## config.mk

```make
export PLATFORM = sky130hd
export DESIGN_NAME = tm1637_frame_ctrl_flat
export DESIGN_NICKNAME = d
export VERILOG_FILES = /design/src/rtl/tm1637_frame_if.sv /design/src/rtl/tm1637_frame_ctrl.sv /design/src/flat_wrapper.sv
export SDC_FILE = /design/constraint.sdc
export NUM_CORES = 1
export LEC_CHECK = 0
export CAP_MARGIN = 10
export CORE_AREA = 5 5 76 78
export DETAILED_ROUTE_END_ITERATION = 8
export DIE_AREA = 0 0 81 83
export PLACE_DENSITY = 0.74
export SYNTH_ARGS = -nofsm -noshare
export SYNTH_HDL_FRONTEND = slang
export SYNTH_SLANG_ARGS = --single-unit
```

## constraint.sdc

```tcl
create_clock -name clk -period 2 [get_ports clk]
set_input_delay 0.2 -clock clk [delete_from_list [all_inputs] [get_ports clk]]
set_output_delay 0.2 -clock clk [all_outputs]
set_load 0.005 [all_outputs]
```

## src/rtl/tm1637_frame_if.sv

```systemverilog
// Bundle between the TM1637 frame sequencer, its requester and the byte-level bus driver.
interface tm1637_frame_if #(
   parameter int NUM_DIGITS = 4
);
   logic                    update;
   logic [8*NUM_DIGITS-1:0] digits;
   logic [2:0]              brightness;
   logic                    display_on;
   logic                    busy;
   logic                    frame_done;
   logic                    tm_latch;
   logic [7:0]              tm_byte;
   logic                    tm_stop;
   logic                    tm_busy;

   modport slave (
      input  update, digits, brightness, display_on, tm_busy,
      output busy, frame_done, tm_latch, tm_byte, tm_stop
   );

   modport master (
      output update, digits, brightness, display_on, tm_busy,
      input  busy, frame_done, tm_latch, tm_byte, tm_stop
   );
endinterface

```

## src/rtl/tm1637_frame_ctrl.sv

```systemverilog
// TM1637 frame sequencer: snapshots segments/brightness and feeds one byte per driver transaction.
// Optional periodic re-send of the frame from IDLE when TM1637_AUTO_REFRESH_EN is defined.
module tm1637_frame_ctrl #(
   parameter int NUM_DIGITS     = 4,
   parameter int REFRESH_CYCLES = 600000
) (
   input  logic                 clk,
   input  logic                 rst,
   tm1637_frame_if.slave        bus
);

   // state  | meaning
   // IDLE   | no frame; waits for update (or refresh tick)
   // LOAD   | snapshot inputs, restart byte index
   // SEND   | present table byte with a 1-cycle latch pulse
   // ACCEPT | wait for the driver to raise busy
   // DONE   | wait for the driver to drop busy
   // NEXT   | advance index or close the frame
   typedef enum logic [2:0] {IDLE, LOAD, SEND, ACCEPT, DONE, NEXT} state_t;

   localparam int LAST = NUM_DIGITS + 2;
   localparam int IW   = $clog2(NUM_DIGITS + 3);

   state_t                  r_state;
   state_t                  w_next;
   logic [8*NUM_DIGITS-1:0] r_digits;
   logic [2:0]              r_bright;
   logic                    r_disp_on;
   logic [IW-1:0]           r_idx;
   logic                    r_pending;
   logic                    r_tm_latch;
   logic [7:0]              r_tm_byte;
   logic                    r_tm_stop;

   logic                    w_last;
   logic                    w_trigger;
   logic                    w_refresh_hit;
   logic                    w_frame_done;
   logic [7:0]              w_byte;
   logic                    w_stop;

   assign w_last    = (r_idx == IW'(LAST));
   assign w_trigger = bus.update | w_refresh_hit;

`ifdef TM1637_AUTO_REFRESH_EN
   logic [31:0] r_refresh_cnt;

   assign w_refresh_hit = (r_state == IDLE) && (r_refresh_cnt == 32'(REFRESH_CYCLES - 1));

   always_ff @(posedge clk) begin
      if (rst) begin
         r_refresh_cnt <= 32'd0;
      end else if (w_next == LOAD) begin
         r_refresh_cnt <= 32'd0;
      end else if (r_state == IDLE) begin
         r_refresh_cnt <= r_refresh_cnt + 32'd1;
      end
   end
`else
   logic w_unused_refresh;

   assign w_refresh_hit    = 1'b0;
   assign w_unused_refresh = (REFRESH_CYCLES == 0);
`endif

   always_comb begin
      w_next       = r_state;
      w_frame_done = 1'b0;
      case (r_state)
         IDLE:    if (w_trigger) w_next = LOAD;
         LOAD:    w_next = SEND;
         SEND:    w_next = ACCEPT;
         ACCEPT:  if (bus.tm_busy) w_next = DONE;
         DONE:    if (!bus.tm_busy) w_next = NEXT;
         NEXT: begin
            if (w_last) begin
               w_frame_done = 1'b1;
               // an update landing on the closing cycle is honoured like a pending one
               w_next = (r_pending || bus.update) ? LOAD : IDLE;
            end else begin
               w_next = SEND;
            end
         end
         default: w_next = IDLE;
      endcase
   end

   always_comb begin
      w_byte = 8'h00;
      w_stop = 1'b0;
      if (r_idx == IW'(0)) begin
         w_byte = 8'h40;
         w_stop = 1'b1;
      end else if (r_idx == IW'(1)) begin
         w_byte = 8'hC0;
         w_stop = 1'b0;
      end else if (r_idx == IW'(LAST)) begin
         w_byte = {4'b1000, r_disp_on, r_bright};
         w_stop = 1'b1;
      end else begin
         for (int i = 0; i < NUM_DIGITS; i++) begin
            if (r_idx == IW'(i + 2)) begin
               w_byte = r_digits[8*i +: 8];
               w_stop = (i == NUM_DIGITS - 1);
            end
         end
      end
   end

   always_ff @(posedge clk) begin
      if (rst) begin
         r_state    <= IDLE;
         r_digits   <= '0;
         r_bright   <= 3'd0;
         r_disp_on  <= 1'b0;
         r_idx      <= '0;
         r_pending  <= 1'b0;
         r_tm_latch <= 1'b0;
         r_tm_byte  <= 8'h00;
         r_tm_stop  <= 1'b0;
      end else begin
         r_state    <= w_next;
         r_tm_latch <= (r_state == SEND);

         if (r_state == SEND) begin
            r_tm_byte <= w_byte;
            r_tm_stop <= w_stop;
         end

         if (r_state == LOAD) begin
            r_digits  <= bus.digits;
            r_bright  <= bus.brightness;
            r_disp_on <= bus.display_on;
            r_idx     <= '0;
         end else if (r_state == NEXT && !w_last) begin
            r_idx <= r_idx + IW'(1);
         end

         if (w_next == LOAD) begin
            r_pending <= 1'b0;
         end else if (bus.update && r_state != IDLE) begin
            r_pending <= 1'b1;
         end
      end
   end

   assign bus.busy       = (r_state != IDLE);
   assign bus.frame_done = w_frame_done;
   assign bus.tm_latch   = r_tm_latch;
   assign bus.tm_byte    = r_tm_byte;
   assign bus.tm_stop    = r_tm_stop;

endmodule
```

## src/flat_wrapper.sv

```systemverilog
// flat-port wrapper written by rule: the top's interface ports become plain ports
module tm1637_frame_ctrl_flat 
#(
   parameter int NUM_DIGITS     = 4,
   parameter int REFRESH_CYCLES = 600000
)
  (clk, rst, bus_update, bus_digits, bus_brightness, bus_display_on, bus_tm_busy, bus_busy, bus_frame_done, bus_tm_latch, bus_tm_byte, bus_tm_stop);
  tm1637_frame_if #(.NUM_DIGITS(NUM_DIGITS)) bus_i ();
  input  logic clk;
  input  logic rst;
  input wire logic [$bits(bus_i.update)-1:0] bus_update;
  input wire logic [$bits(bus_i.digits)-1:0] bus_digits;
  input wire logic [$bits(bus_i.brightness)-1:0] bus_brightness;
  input wire logic [$bits(bus_i.display_on)-1:0] bus_display_on;
  input wire logic [$bits(bus_i.tm_busy)-1:0] bus_tm_busy;
  output wire logic [$bits(bus_i.busy)-1:0] bus_busy;
  output wire logic [$bits(bus_i.frame_done)-1:0] bus_frame_done;
  output wire logic [$bits(bus_i.tm_latch)-1:0] bus_tm_latch;
  output wire logic [$bits(bus_i.tm_byte)-1:0] bus_tm_byte;
  output wire logic [$bits(bus_i.tm_stop)-1:0] bus_tm_stop;
  assign bus_i.update = bus_update;
  assign bus_i.digits = bus_digits;
  assign bus_i.brightness = bus_brightness;
  assign bus_i.display_on = bus_display_on;
  assign bus_i.tm_busy = bus_tm_busy;
  assign bus_busy = bus_i.busy;
  assign bus_frame_done = bus_i.frame_done;
  assign bus_tm_latch = bus_i.tm_latch;
  assign bus_tm_byte = bus_i.tm_byte;
  assign bus_tm_stop = bus_i.tm_stop;
  tm1637_frame_ctrl #(.NUM_DIGITS(NUM_DIGITS), .REFRESH_CYCLES(REFRESH_CYCLES)) u_core (.clk(clk), .rst(rst), .bus(bus_i));
endmodule
```

* Yosys cells after proc, flatten, opt, wreduce, memory -nomap -nowiden
Index checks and enable logic that the tools add are counted.
** Word-level totals
- Flip-flop bits (word level) :: 53
- Latch bits :: 0
- RAM bits :: 0
- ROM bits :: 0
- Input port bits :: 40
- Output and inout bits :: 12
- Memories kept :: 0
** Cells by class
- Add/sub/neg operators :: 1
- $mul :: 0
- Div/mod/pow operators :: 0
- Order comparisons :: 0
- Eq/ne operators :: 12
- Shifts and indexed selects :: 0
- Mux-type cells :: 19
- Bitwise operators :: 0
- Reduce and logical (&&, ||, !) cells :: 9
** Operators by type and width (number)
- 8-bit two-way mux :: 7
- 3-bit one-hot mux with 6 select lines :: 1
- 3-bit == test (second input constant) :: 5
- 3-bit by 2-bit == test with 1-bit output (second input constant) :: 4
- 3-bit two-way mux :: 4
- 3-bit by 1-bit == test with 1-bit output (second input constant) :: 3
- 1-bit two-way mux :: 7
- 3-bit logical NOT :: 2
- 2-bit OR reduction :: 2
- 3-bit by 1-bit adder with 3-bit output (second input constant) :: 1
- 3-bit nonzero test :: 1
- 1-bit logical AND :: 2
- 1-bit logical NOT :: 1
- 1-bit logical OR :: 1

* Longest topological paths before layout
Gate-level depths: netlist of the first run.
- Depth in word-level cells :: 8
- Gate-level depth with buffers :: 7
- Mapped depth without buffers :: 6

* Worst setup path before layout of the first run
OpenSTA, ideal clock, no wires.
- Path kind :: register -> register
- Start :: register u_core.r_idx[0]
- End :: register u_core.r_tm_byte[3] (netlist: u_core.bus.tm_byte[3])
- Library setup time :: 0.071 ns
- Data arrival time :: 1.675 ns
- Data required time :: 1.929 ns
- Slack :: 0.254 ns
- Stages on the path, launching flop included :: 8
- Clock period less this slack :: 1.746 ns
- Path through :: dfxtp_1 -> ha_1 -> ha_1 -> buf_6 -> nor3b_2 -> a222oi_1 -> a211o_1 -> a21oi_1
** On the way
- Longest elaborated chain between the ends :: 8
- Elaborated cells between the ends (all ways) :: 14
- Those cells by class :: eq/ne (6); mux (7); reduce/logical (1)
** RTL lines
- from (decl) :: line tm1637_frame_ctrl.sv:29 : logic [IW-1:0] r_idx;
- from (signal assigned) :: line tm1637_frame_ctrl.sv:136 : r_idx <= r_idx + IW'(1);
- 3-bit by 2-bit == test with 1-bit output :: line tm1637_frame_ctrl.sv:102 : if (r_idx == IW'(i + 2)) begin
- 8-bit two-way mux (4 in series) :: line tm1637_frame_ctrl.sv:102
- 8-bit two-way mux :: line tm1637_frame_ctrl.sv:97 : end else if (r_idx == IW'(LAST)) begin
- 8-bit two-way mux :: line tm1637_frame_ctrl.sv:94 : end else if (r_idx == IW'(1)) begin
- 8-bit two-way mux * :: line tm1637_frame_ctrl.sv:91 : if (r_idx == IW'(0)) begin
- to (signal assigned) :: line tm1637_frame_ctrl.sv:126 : r_tm_byte <= w_byte;
- to (decl) :: line tm1637_frame_ctrl.sv:32 : logic [7:0] r_tm_byte;
Mark *: on every way between the ends. The rest lies on a longest branch, timed or not.
A chain may end at the register's enable or synchronous reset.

* Worst setup path after layout of the first run
- Start :: register u_core.r_state[1]
- End :: output bus_busy
** On the way
- Longest elaborated chain between the ends :: 1
** RTL lines
- from (decl) :: line tm1637_frame_ctrl.sv:24 : state_t r_state;
- from (signal assigned) :: line tm1637_frame_ctrl.sv:122 : r_state <= w_next;
- 3-bit nonzero test :: line tm1637_frame_ctrl.sv:147 : assign bus.busy = (r_state != IDLE);
- to (decl) :: line flat_wrapper.sv:16 : output wire logic [$bits(bus_i.busy)-1:0] bus_busy;
No other way between the ends.

==> results by group, run 1 <==
Logic synthesis
  – Leading area contributor after synthesis: dfxtp_1
  – Yosys cell types: 43
  – Post-Synth Simple-Gate Area: 24.51%
  – Post-synthesis compound-gate area fraction: 22.47%
  – Mapped Area: 2384 um^2
  – Mux share of post-synthesis cell area: 0.4199%
  – Number of synthesized flops with an enable pin: 0
  – Largest family of logic cells by synthesized area: simple AND/OR/NAND/NOR gates
  – Share of the yosys chip area belonging to registers: 44.51%
  – Synth Register Bits: 53
  – YS warnings: 0
  – Synth top cells by count: nand2_1, a21oi_1, dfxtp_1, nor2_1, buf_2
  – Most common cell in the netlist: nand2_1
  – Asr flop ratio synth: 0%
  – Area contributors post-synth: dfxtp_1, nand2_1, a21oi_1
  – Post-synthesis adder-cell area fraction: 2.625%
  – Synth Flop Type: dfxtp_1
  – Post-Syn Area per Cell: 7.893 um^2
  – Mapped Nets: 347
  – Synth Area in XOR/XNOR: 0%
  – Yosys top cell area share: 44.51%
  – Cells after synthesis: 302

Finish
  – Filler cells: 486
  – Share of post-route cells with drive strength above 1: 9.659%
  – Ant diodes: 0
  – Fin cells: 422
  – Area added between synthesis and finish: 29.97%
  – Final Net Count: 396
  – Final Instance Area: 3098 um^2

STA
  – Setup TNS: 0 ns
  – Final Hold Violating Endpoints: 0
  – RSZ-0062 raised after global routing: false
  – Max Fclk: 548.1 MHz
  – Slew Limit Headroom: 52.34%
  – Minimum clock period: 1.824 ns
  – Hold WS: 0.4260 ns
  – Max Clock Skew: 0.006405 ns
  – Final setup fails: 0
  – Period utilization: 91.22%
  – Final Max Slew Viols: 0
  – Worst Tran Pin Value: 0.7148 ns

Clock tree
  – CTS clk-pin slew, worst paths: 0.09 ns
  – Clock buffer depth: 2
  – CTS tree: yes
  – Number of buffers created by CTS: 5
  – Clk_lat worst skew: 0.31 ns
  – Root Buffer: clkbuf_8
  – Clock Sinks: 53
  – H-tree Lvls: 2

Detailed routing
  – Pre-antenna DRT Iters: 4
  – # DRC: 0
  – Highest routed layer: met4
  – Via count: 2246
  – Final wirelength: 6.010 mm
  – Routed wl met3: 424 um
  – Met1 WL: 2.763 mm
  – DRT iter0 DRCs: 147
  – Number of antenna-violating nets in the routed design: 0
  – Met2 WL: 2.724 mm
  – Wirelength per Cell: 14.24 um
  – Vias/cell: 5.322

Worst setup path
  – Critical path class: flop to output port
  – R2R depth: 6
  – CP endpoint kind: output port
  – Slowest-stage cell, CP: clkdlybuf4s50_1
  – Top delay family on crit path: buffers and inverters
  – CP bufs+invs: 2
  – CP Launch Type: flop
  – Critical Path AT: 1.62 ns
  – Slowest stage delay, CP: 0.45 ns
  – Worst-path fanout max: 11
  – Reg2reg start: u_core.r_idx[0]
  – CP Depth: 3
  – WP data required: 1.80 ns
  – Critical path origin: u_core.r_state[1]
  – CP cell instances: buf_4 -> or3_1 -> clkdlybuf4s50_1

Outcome
  – Status: complete, no violations

GRT
  – GR Overflow Total: 0
  – Vias in the first global route: 2073
  – Initial antenna violation count: 0
  – Global-route wire length before repair: 9.701 mm
  – Total GRT Usage: 18.26%
  – Pin count of the biggest net entering global routing: 36

Place
  – Dpl cell area: 2959 um^2
  – Placed cells: 414
  – Number of port buffers: 51
  – Post-DP HPWL: 4.403 mm
  – GP Congestion: 0.9280

Floorplan
  – Num rows: 26
  – Die Y: 83 um
  – Die ar.: 6723 um^2
  – Core area: 5010 um^2
  – Io pins: 52
  – Initial Util: 47.58%
  – Die Width: 81 um

Hold path
  – Min-delay worst type: primary input to flop
  – Min-delay src: bus_digits[2]
  – Worst hold stages: 3

Power
  – Pwr/cell area: 718.8 nW/um^2
  – Seq pwr share: 52.4%
  – Switching Fraction: 25.05%
  – Leak: 1.169 nW
  – Gate power share: 15.3%
  – Clock power frac: 32.3%
  – Internal cell power: 1.669 mW
  – VDD IR-drop max: 0.4442 mV
  – Net Switching: 557.9 uW

Run
  – Max cap viols: 0
power groups by stage:
stage	Combinational, mW	Clock [mW]	Sequential [mW]
final	0.341	0.718	1.17
after global routing	0.380	0.771	1.18
after CTS	0.343	0.735	1.17
after detailed placement	0.341	0	1.19
after global placement	0.335	0	1.19
after floorplan	0.210	0	1.17
path summary, 6_finish.rpt:
path / endpoint / slack [ns]
worst min-delay path: u_core.r_digits[2] / 0.43
worst max register to register: u_core.bus.tm_byte[3] / 0.21
worst min register to register: u_core.r_bright[2] / 0.47
worst max-delay path: bus_busy / 0.18
worst register-to-register path, cell delays in order (launching register included):
cell and delay [ns]:
dfxtp_4 0.37, ha_1 0.20, ha_1 0.26, nor3b_2 0.33
a222oi_1 0.17, a211o_1 0.29, a21oi_1 0.11
cell type report:
class	count	area [um^2]	area share, %
clock inverters	2	38.79	1.252
flip-flops and latches	53	1069	34.49
inverters	4	15.01	0.4847
well taps	70	87.58	2.827
repair buffers	64	605.6	19.55
clock buffers	6	72.57	2.342
multi-input cells	223	1210	39.05
kinds of logic (layout without fill, tap and decap cells):
family          count (synthesis)  after routing
buf+inv                        26             76
fa+ha+maj                       5              5
mux                             1              1
flops                          53             53
simple gates                  130            130
compound gates                 87             87
cells in the final DEF (no fill, tap or decap), types with 3 or more instances in the layout:
master,Yosys,layout
a21oi_1,54,54
a2bb2oi_1,5,5
and3_1,4,3
buf_4,1,13
clkbuf_8,0,5
clkdlybuf4s50_1,0,49
dfxtp_1,53,49
dfxtp_2,0,3
ha_1,5,4
inv_1,4,3
nand2_1,83,83
nand2b_1,4,4
nor2_1,21,21
nor2b_1,3,3
o32ai_1,3,3
registers in the layout, indices dropped and copies added (netlist names):
register / flops
u_core.bus.tm_byte: 8
u_core.bus.tm_latch: 1
u_core.bus.tm_stop: 1
u_core.r_bright: 3
u_core.r_digits: 32
u_core.r_disp_on: 1
u_core.r_idx: 3
u_core.r_pending: 1
u_core.r_state: 3
timing repair:
| item | 4_1_cts | 5_1_grt |
|---|---|---|
| resized for setup | 5 | 5 |
| setup endpoints to repair | 1 | 2 |
| buffers inserted | 0 | 0 |
| hold buffers | 0 | 0 |
stage by stage:
| stage | setup WS, ns | power (mW) | util, % |
|---|---|---|---|
| after floorplan | 0.2542 | 1.381 | - |
| after detailed placement | 0.1925 | 1.534 | 59.07 |
| final | 0.1756 | 2.227 | 61.84 |
| after global placement | 0.2674 | 1.527 | 59.07 |
| after CTS | 0.01429 | 2.246 | 61.59 |
| after global routing | 0.03040 | 2.326 | 61.84 |
metal layers:
| layer | GRT usage (%) | up-vias |
|---|---|---|
| met5 | 0 | - |
| met4 | 7.373 | 0 |
| met3 | 3.680 | 10 |
| met2 | 28.16 | 82 |
| met1 | 24.68 | 1024 |
| li1 | - | 1130 |
Note: power is estimated with default switching activity, not from simulation.
==> run 2, diff against run 1 <==
- SLEW_MARGIN: not set -> 10
==> results of run 2 <==
The final DEF is identical to that of run 1; final timing and power are the same.
==> run 3, diff against run 2 <==
- HOLD_SLACK_MARGIN: not set -> 0.12
==> results of run 3 <==
The final DEF is identical to that of run 1; final timing and power are the same.
